===== src/rtl/ppfifo_stream_writer.sv =====
// Stream-to-buffer writer for the ping-pong FIFO write port: claims a ready buffer, fills it
// from a valid/ready stream and releases it on full, last-word marker or idle timeout.
module ppfifo_stream_writer #(
  parameter int unsigned DATA_WIDTH    = 32,
  parameter int unsigned TIMEOUT_WIDTH = 16
) (
  input  logic                     clk,
  input  logic                     rst,
  input  logic                     in_valid,
  output logic                     in_ready,
  input  logic [DATA_WIDTH-1:0]    in_data,
  input  logic                     in_last,
  input  logic [TIMEOUT_WIDTH-1:0] timeout,
  input  logic [1:0]               write_ready,
  output logic [1:0]               write_activate,
  input  logic [23:0]              write_fifo_size,
  output logic                     write_strobe,
  output logic [DATA_WIDTH-1:0]    write_data,
  output logic                     busy,
  output logic [31:0]              buffer_count
);

  typedef enum logic [1:0] {StIdle, StActive, StRelease} state_e;

  state_e                   state_q;
  logic [23:0]              count_q;
  logic [TIMEOUT_WIDTH-1:0] idle_q;
  logic [TIMEOUT_WIDTH-1:0] idle_inc;
  logic [23:0]              count_inc;
  logic                     transfer;
  logic                     claim;

  assign in_ready  = (state_q == StActive) && (count_q < write_fifo_size);
  assign transfer  = in_valid && in_ready;
  assign busy      = (state_q != StIdle);
  assign idle_inc  = idle_q + 1'b1;
  assign count_inc = count_q + 24'd1;
  assign claim     = in_valid && (write_ready != 2'b00) && (write_fifo_size != 24'd0);

  always_ff @(posedge clk or posedge rst) begin
    if (rst) begin
      state_q        <= StIdle;
      count_q        <= '0;
      idle_q         <= '0;
      write_activate <= 2'b00;
      write_strobe   <= 1'b0;
      write_data     <= '0;
      buffer_count   <= '0;
    end else begin
      write_strobe <= 1'b0;
      unique case (state_q)
        StIdle: begin
          if (claim) begin
            write_activate <= write_ready[0] ? 2'b01 : 2'b10;
            count_q        <= '0;
            idle_q         <= '0;
            state_q        <= StActive;
          end
        end
        StActive: begin
          if (transfer) begin
            write_strobe <= 1'b1;
            write_data   <= in_data;
            count_q      <= count_inc;
            idle_q       <= '0;
            if ((count_inc == write_fifo_size) || in_last) begin
              state_q <= StRelease;
            end
          end else if ((timeout != '0) && (count_q != '0)) begin
            // An empty claimed buffer never times out; it waits for its first word.
            idle_q <= idle_inc;
            if (idle_inc >= timeout) begin
              state_q <= StRelease;
            end
          end
        end
        StRelease: begin
          // Activate was held through this cycle so the final strobe hit the claimed buffer.
          write_activate <= 2'b00;
          buffer_count   <= buffer_count + 32'd1;
          state_q        <= StIdle;
        end
        default: begin
          state_q <= StIdle;
        end
      endcase
    end
  end

endmodule


===== config.mk =====
export PLATFORM = sky130hd
export DESIGN_NAME = ppfifo_stream_writer
export DESIGN_NICKNAME = d
export VERILOG_FILES = /design/src/rtl/ppfifo_stream_writer.sv
export SDC_FILE = /design/constraint.sdc
export NUM_CORES = 1
export LEC_CHECK = 0
export ABC_AREA = 1
export CAP_MARGIN = 20
export CORE_ASPECT_RATIO = 1.75
export CORE_MARGIN = 3
export CORE_UTILIZATION = 40
export DETAILED_ROUTE_END_ITERATION = 8
export DONT_BUFFER_PORTS = 1
export HOLD_SLACK_MARGIN = 0.02
export SYNTH_ARGS = -nofsm -noshare
export SYNTH_HDL_FRONTEND = slang
export SYNTH_SLANG_ARGS = --single-unit

===== constraint.sdc =====
create_clock -name clk -period 3.3 [get_ports clk]
set_input_delay 0.66 -clock clk [delete_from_list [all_inputs] [get_ports clk]]
set_output_delay 0.66 -clock clk [all_outputs]
set_load 0.005 [all_outputs]

==> results of run 1 <==
[per-stage QoR]
step	instances	TNS, ps
finish	1192	0
global route	1192	-0.942
CTS	1191	0
detailed placement	1175	0
global placement	1175	0
floorplan	951	0
[worst register-to-register path, stage by stage, from the launching register on]
cell,delay (ps)
dfrtp_1,420
nand3_1,140
nor3_2,180
nand3_1,180
nor3_4,180
nand3_1,130
nor2_1,190
nand3_1,110
xor2_1,170
ha_1,290
nand2_1,60
inv_1,60
nand3_1,80
nor2_1,170
nand2_1,70
nand2_1,90
a21oi_1,40
nand2_1,80
nand3_2,80
nand2_1,60
nand2_1,50
[cell type report]
type	instances	area (um^2)	share of cell area [%]
timing repair buffer	11	95.1	1.22
tap	231	289	3.72
clock inverter	7	100	1.29
sequential	109	2730	35.1
clock buffer	9	225	2.90
inverter	123	465	5.99
multi-input combinational	702	3870	49.8
[layer usage]
layer | up-vias | part of all wire [%] | track usage (%)
li1 | 3085 | - | -
met4 | 0 | 5.7 | 11.3
met2 | 153 | 53 | 37.3
met3 | 59 | 4.7 | 4.09
met5 | - | 0 | 0
met1 | 2909 | 36 | 22.1
[flip-flops by register name, indices dropped and copies added (netlist names)]
name	cells
write_data	32
buffer_count	32
state_q	2
write_strobe	1
write_activate	2
count_q	24
idle_q	16
[layout by cell type, fill, tap and decap left out, types with 2 or more instances in the layout]
| master | synthesis | routed |
|---|---|---|
| o21ai_2 | 6 | 6 |
| nor2_1 | 54 | 54 |
| nor2_2 | 6 | 6 |
| ha_1 | 44 | 44 |
| nor3_2 | 4 | 4 |
| inv_1 | 115 | 114 |
| inv_6 | 0 | 2 |
| nand2_1 | 299 | 299 |
| o21ai_0 | 29 | 29 |
| dfrtp_1 | 109 | 109 |
| clkinv_1 | 2 | 2 |
| nand3_2 | 3 | 3 |
| a21oi_1 | 20 | 20 |
| clkinv_8 | 0 | 2 |
| o21a_1 | 2 | 2 |
| xor2_1 | 38 | 38 |
| clkbuf_16 | 0 | 9 |
| nand4_1 | 38 | 38 |
| inv_2 | 6 | 6 |
| nor3_1 | 8 | 7 |
| buf_4 | 4 | 10 |
| nor2_4 | 9 | 9 |
| nand2_4 | 2 | 2 |
| o21ai_1 | 11 | 11 |
| nand3_1 | 85 | 85 |
| nor4_1 | 10 | 10 |
| xnor2_1 | 15 | 15 |
| nand2_2 | 10 | 10 |
[cells by family (layout without fill, tap and decap cells)]
family,count (synthesis),count (layout),share of synthesized area (%)
muxes,1,1,0.158
adders and majority gates,44,44,7.71
xor gates and xnor gates,53,53,6.50
DFF,109,109,38.2
and+or+nand+nor,533,533,34.2
buffers and inverters,140,150,7.76
AOI/OAI and AO/OA,71,71,5.48
[repair_timing]
item | in CTS | in global routing
endpoints found under the setup margin | 0 | 2
buffers inserted | 0 | 1
endpoints found under the hold margin | 0 | 0
gates resized for setup | 0 | 2
[final timing paths]
check	start	endpoint	slack [ps]	cells past startpoint
worst max-delay path	idle_q[0]	state_q[0]	360	20
min in group clk	in_data[9]	write_data[9]	400	2
worst max register to register	idle_q[0]	state_q[0]	360	20
worst min-delay path	rst	write_data[4]	190	1
worst min register to register	write_data[31]	write_data[31]	520	2
max in group asynchronous	rst	write_data[2]	2360	2
[power groups by stage]
stage                     logic [mW]  clock network [mW]  registers [mW]
after global placement          1.14                   0            1.89
after CTS                       1.16                1.24            1.87
after detailed placement        1.15                   0            1.89
final                           1.13                1.20            1.87
after floorplan                0.883                   0            1.80
after global routing            1.31                1.28            1.90
==> metrics.txt, run 1 <==
result of the run=complete, no violations; Layout Cell Area excl Fill=0.00777 mm^2; global placer's final weighted congestion=0.951; shortest clock period the worst path allows after layout=2940 ps; largest stage delay on the critical path=420 ps; CTS sink cnt=109; worst min-delay path category=primary input to async pin; Switching Fraction=39.2%; static leakage=3.99 nW; antenna violations before repair=0; Critical Path Slowest Stage Cell=dfrtp_1; Least-Margin Pin Slew=698 ps; cells traversed along the worst timing path=nand3_1, nor3_2, nand3_1, nor3_4, nand3_1, nor2_1, nand3_1, xor2_1, ha_1, nand2_1, inv_1, nand3_1, nor2_1, nand2_1, nand2_1, a21oi_1, nand2_1, nand3_2, nand2_1, nand2_1; share of power burned in registers=44.4%; Min Hold Slack=190 ps; count of nets left with antenna violations after detail routing=0; Req. time, crit path=3540 ps; largest net degree at the start of global routing=60; most frequent cells after synthesis=nand2_1, inv_1, dfrtp_1, nand3_1, nor2_1; clock transition time at the flip-flop clock pins of the worst setup and hold paths=90 ps; total power=4.20 mW; number of enable flip-flop cells after synthesis=0; # IOs=147; critical setup path kind=register to register; peak supply drop=321 uV; netlist area before placement=0.00714 mm^2; area share of the largest cell type after synthesis=38.2%; Die Span Y=183 um; maximum net fanout on the critical path=5; global routing usage summed across all routing layers=20.6%; P_sw=1.64 mW; mean cell area of the mapped netlist=7.51 um^2; fin util=44.3%; Post-Syn Nets=1,073; crit path setup slack, layout=355 ps; Post-Synthesis Cells=951; number of flip-flops and latches in the synthesized netlist=109; leading register cell type out of synthesis=dfrtp_1; vias after detailed routing=6,206; proportion of register bits with asynchronous set or reset after synthesis=100%; WL/cell=16.7 um; CP startpoint kind=register; number of hold buffers added after cts=0; H-Tree Depth=3; First-pass DRT Iterations=5; Inserted Clock Buffers=9; Area growth syn-to-layout=8.85%; cells taking the most area after synthesis=dfrtp_1, nand2_1, ha_1; endpoint arrival time on the critical path=3180 ps; final global-route overflow total=0; Crit path top cell by count=nand2_1; Comb pwr share=27.0%; total power per unit cell area=540 mW/mm^2; buffers from clock root to sink, at most=2; worst slew margin relative to its limit=52.8%; share of the clock period used by the worst path after layout=89.2%; sequential element share of the synthesized area=38.2%; cell with the most instances after synthesis=nand2_1; insertion delay to the later sink of the worst-skew pair=360 ps; Fill cells=1,789; Top Family by Delay on Critical Path=simple AND/OR/NAND/NOR gates; die footprint=0.0196 mm^2; Buf+Inv Stages, Crit Path=1; core region area=0.0175 mm^2; vias per cell=5.21; clock tree from TritonCTS=built; final hold violation count=0; WL final=19,900 um; half-perimeter wire length after placement=15,800 um; DRC violation count after routing=0; Max Fclk=340 MHz; Synth cell types=38; final setup violating endpoints=0; reported max-cap violation count=0; Root Driver=clkbuf_16; Final Max Slew Viols=0; kind of end point of the critical path=register; total inserted antenna cells=0; iteration-0 DRC count of the detailed router=239; Yosys top cell by area=dfrtp_1; part of the total power dissipated in the clock network=28.6%; wire length of the first global-routing pass=31,600 um; NumNets Final=1,078; FP Rows=64; ratio of cells with drive above 1 in the final layout=8.22%; Synth Warn #=0; number of global-route vias before repair=6,176; starting density of the core=40.7%; count of input and output buffers=0; Die Span X=107 um; Worst Skew=12.6 ps; DP Area=0.00743 mm^2; Int Power=2.56 mW; Post-Place Worst Slack=322 ps
(Power assumes the default switching activity.)
==> run 2, diff against run 1 <==
CORE_MARGIN = 8   (was 3)
GPL_ROUTABILITY_DRIVEN = 0   (was unset)
==> metrics.txt, run 2 (same netlist as run 1, synthesis figures left out) <==
result of the run=complete, no violations; insertion delay to the later sink of the worst-skew pair=360 ps; count of input and output buffers=0; WL final=21,100 um; worst min-delay path category=primary input to async pin; Die Span X=117 um; number of global-route vias before repair=6,175; starting density of the core=40.9%; First-pass DRT Iterations=5; maximum net fanout on the critical path=5; Worst Skew=5.33 ps; buffers from clock root to sink, at most=2; FP Rows=64; core region area=0.0175 mm^2; # IOs=147; clock transition time at the flip-flop clock pins of the worst setup and hold paths=80 ps; top library cells by usage in the layout, fill and taps aside=nand2_1, inv_1, dfrtp_1, nand3_1, nor2_1; Req. time, crit path=3600 ps; static leakage=4.02 nW; Area growth syn-to-layout=9.62%; Min Hold Slack=44.9 ps; critical setup path kind=register to register; NumNets Final=1,078; global routing usage summed across all routing layers=19.1%; die footprint=0.0226 mm^2; CTS sink cnt=109; kind of end point of the critical path=register; CP startpoint kind=register; most common library cell in the layout ignoring fill and taps=nand2_1; half-perimeter wire length after placement=16,600 um; DRC violation count after routing=0; shortest clock period the worst path allows after layout=3020 ps; total inserted antenna cells=0; Inserted Clock Buffers=9; number of hold buffers added after cts=0; reported max-cap violation count=0; final setup violating endpoints=0; final hold violation count=0; worst slew margin relative to its limit=42.3%; vias per cell=5.17; clock tree from TritonCTS=built; total power per unit cell area=546 mW/mm^2; largest net degree at the start of global routing=61; Least-Margin Pin Slew=865 ps; WL/cell=17.7 um; share of the clock period used by the worst path after layout=91.5%; ratio of cells with drive above 1 in the final layout=8.95%; Total Negative Setup Slacks=0 ps; Root Driver=clkbuf_16; H-Tree Depth=3; final global-route overflow total=0; count of nets left with antenna violations after detail routing=0; peak supply drop=329 uV; top flop regs=buffer_count x32, write_data x32, count_q x24; Max Fclk=331 MHz; vias after detailed routing=6,159; Die Span Y=193 um; endpoint arrival time on the critical path=3320 ps; wire length of the first global-routing pass=32,500 um; Final Max Slew Viols=0; antenna violations before repair=0; iteration-0 DRC count of the detailed router=331
==> run 2: per-layer routing <==
metal / vias up / wire length (um) / track usage, %
met5: - / 0 / 0
met4: 0 / 937 / 10.6
met3: 48 / 1060 / 3.89
met2: 144 / 12000 / 36.3
met1: 2888 / 7080 / 18.2
li1: 3079 / - / -
==> run 2: layout make-up <==
type	count	area (um^2)
multi-input combinational	702	3920
clock buffer	10	229
inverter	123	465
timing repair buffer	11	95.1
sequential	109	2730
clock inverter	6	100
fill	1841	9630
tap	231	289
==> run 2: through the flow <==
step           cells  power, mW  util (%)  setup slack, ps  cell area, um^2
2_1_floorplan    951       2.68         -              663             7150
3_3_place_gp    1172       3.08      42.4              117             7410
3_5_place_dp    1172       3.10      42.4              125             7410
4_1_cts         1188       4.35      44.3              102             7740
5_1_grt         1192       4.56      44.8            -16.1             7830
6_report        1192       4.27      44.8              281             7830
==> run 2: worst max-delay path, stage by stage, from the launching register on <==
cell and delay (ps):
dfrtp_2 410, ha_1 200, nand3_1 130, nor3_2 230, nand3_2 140, nor3_4 210, nand3_1 140, nor2_1 160
xor2_1 220, ha_1 260, nand2_1 60, inv_1 50, nand3_1 120, a21oi_1 50, nor2_1 120, nand2_1 70
a21oi_1 130, nand2_1 80, nand3_2 90, nand2_1 50, nand2_1 50
==> run 2: report_power, final <==
group	switching, mW	internal, mW	total, mW
logic	0.808	0.349	1.16
clock network	0.548	0.682	1.23
registers	0.292	1.59	1.89
total	1.65	2.63	4.27
==> run 2: worst paths after layout <==
path	startpoint	end	slack, ps	cells past startpoint
setup / recovery	idle_q[0]	state_q[0]	280	20
hold / removal	rst	buffer_count[18]	40	1
setup reg to reg	idle_q[0]	state_q[0]	280	20
hold reg to reg	buffer_count[31]	buffer_count[31]	510	1
max in group asynchronous	rst	idle_q[0]	2170	2
min in group clk	write_ready[0]	write_activate[1]	400	1
==> run 2: what timing repair did <==
action,CTS,global route
setup endpoints to repair,0,2
gates resized for setup,0,13
buffers inserted,0,4
==> run 3, diff against run 2 <==
GPL_TIMING_DRIVEN = 0   (was unset)
==> metrics.txt, run 3 (same netlist as run 1, synthesis figures left out) <==
total inserted antenna cells=0; CP startpoint kind=register; half-perimeter wire length after placement=17,300 um; fin util=45.1%; shortest clock period the worst path allows after layout=3180 ps; result of the run=complete, no violations; final hold violation count=0; # IOs=147; part of the total power dissipated in the clock network=25.4%; iteration-0 DRC count of the detailed router=327; Root Driver=clkbuf_16; maximum net fanout on the critical path=5; vias after detailed routing=6,242; Max Fclk=315 MHz; largest net degree at the start of global routing=39; DRC violation count after routing=0; Die Span Y=193 um; top library cells by usage in the layout, fill and taps aside=nand2_1, inv_1, dfrtp_1, nand3_1, nor2_1; ratio of cells with drive above 1 in the final layout=9.83%; Inserted Clock Buffers=9; final global-route overflow total=0; wire length of the first global-routing pass=32,300 um; core region area=0.0175 mm^2; Switching Fraction=39.9%; WL/cell=17.4 um; endpoint arrival time on the critical path=2520 ps; vias per cell=5.17; kind of end point of the critical path=output port; Comb pwr share=29.3%; starting density of the core=40.9%; Worst Skew=8.12 ps; critical setup path kind=register to output port; clock transition time at the flip-flop clock pins of the worst setup and hold paths=70 ps; most common library cell in the layout ignoring fill and taps=nand2_1; static leakage=4.03 nW; buffers from clock root to sink, at most=2; H-Tree Depth=3; Total Negative Setup Slacks=0 ps; CTS sink cnt=109; WL final=21,100 um; Req. time, crit path=2640 ps; die footprint=0.0226 mm^2; insertion delay to the later sink of the worst-skew pair=360 ps; Area growth syn-to-layout=10.2%; First-pass DRT Iterations=5; Final Max Slew Viols=0; total power per unit cell area=527 mW/mm^2; Least-Margin Pin Slew=807 ps; antenna violations before repair=0; P_sw=1.66 mW; worst min-delay path category=primary input to async pin; Die Span X=117 um; share of the clock period used by the worst path after layout=96.2%; final setup violating endpoints=0; count of input and output buffers=0; crit path setup slack, layout=125 ps; clock tree from TritonCTS=built; NumNets Final=1,094; number of instances in the placed design=1,185; global routing usage summed across all routing layers=18.9%; top flop regs=buffer_count x32, write_data x32, count_q x24; Int Power=2.49 mW; number of standard cells in the final layout excluding fillers=1,208; reported max-cap violation count=0; share of power burned in registers=45.3%; Post-Place Worst Slack=-7.12 ps; number of hold buffers added after cts=0; number of global-route vias before repair=6,264; worst slew margin relative to its limit=45.7%; Fill cells=1,857; peak supply drop=265 uV; count of nets left with antenna violations after detail routing=0; FP Rows=64
## run 3: cell count changes in the layout (fill, tap and decap cells not counted), sizes merged
cell / previous run / this run
bufinv: 2 / 0
buf: 11 / 21
clkbuf: 10 / 17
clkinvlp: 1 / 2
## run 3: critical path, stage by stage (launching register included)
cell and delay, ps:
dfrtp_1 450, ha_1 310, nand2_1 60, nor2_1 270, nand2_1 150, nor4_1 490
nand2_1 240, nand2_1 110, inv_1 90
## run 3: final timing paths
check	start	end	slack, ps	cells after the start
worst max-delay path	count_q[22]	in_ready	120	8
worst min-delay path	rst	buffer_count[2]	210	1
worst max register to register	idle_q[0]	state_q[0]	170	20
worst min register to register	buffer_count[31]	buffer_count[31]	510	1
max in group asynchronous	rst	idle_q[0]	2350	3
min in group clk	in_data[20]	write_data[20]	410	2
## run 3: area by class of cell
type | count | area [um^2] | area share (%)
multi-input cells | 702 | 3910 | 49.6
flip-flops and latches | 109 | 2730 | 34.7
inverters | 123 | 465 | 5.91
well taps | 231 | 289 | 3.67
clock buffers | 11 | 233 | 2.96
repair buffers | 10 | 113 | 1.43
plain buffers | 17 | 92.6 | 1.18
clock inverters | 5 | 43.8 | 0.556
## run 3: through the flow
stage          hold WS (ps)  instance area [um^2]  power [mW]
6_report                213                  7870        4.15
5_1_grt                 258                  7870        4.46
4_1_cts                 215                  7780        4.23
3_5_place_dp            500                  7490        3.15
3_3_place_gp            502                  7430        3.11
2_1_floorplan           468                  7150        2.68
## run 3: power by group through the flow
stage          registers [mW]  logic, mW  clock network (mW)
2_1_floorplan            1.80      0.883                   0
3_3_place_gp             1.91       1.20                   0
3_5_place_dp             1.91       1.23                   0
4_1_cts                  1.89       1.24                1.10
5_1_grt                  1.91       1.40                1.15
6_report                 1.88       1.22                1.06
## run 3: timing repair
item                                    4_1_cts  5_1_grt
endpoints found under the setup margin        2        2
hold endpoints to repair                      0        0
resized for setup                             1       11
buffers inserted                              0        7
pin swaps                                     0        8
## run 3: routing by layer
layer,track usage (%),wire length [um],vias up
li1,-,-,3118
met1,18.0,7020,2917
met2,34.9,11900,148
met3,4.36,1100,59
met4,12.4,1070,0
met5,0,0,-
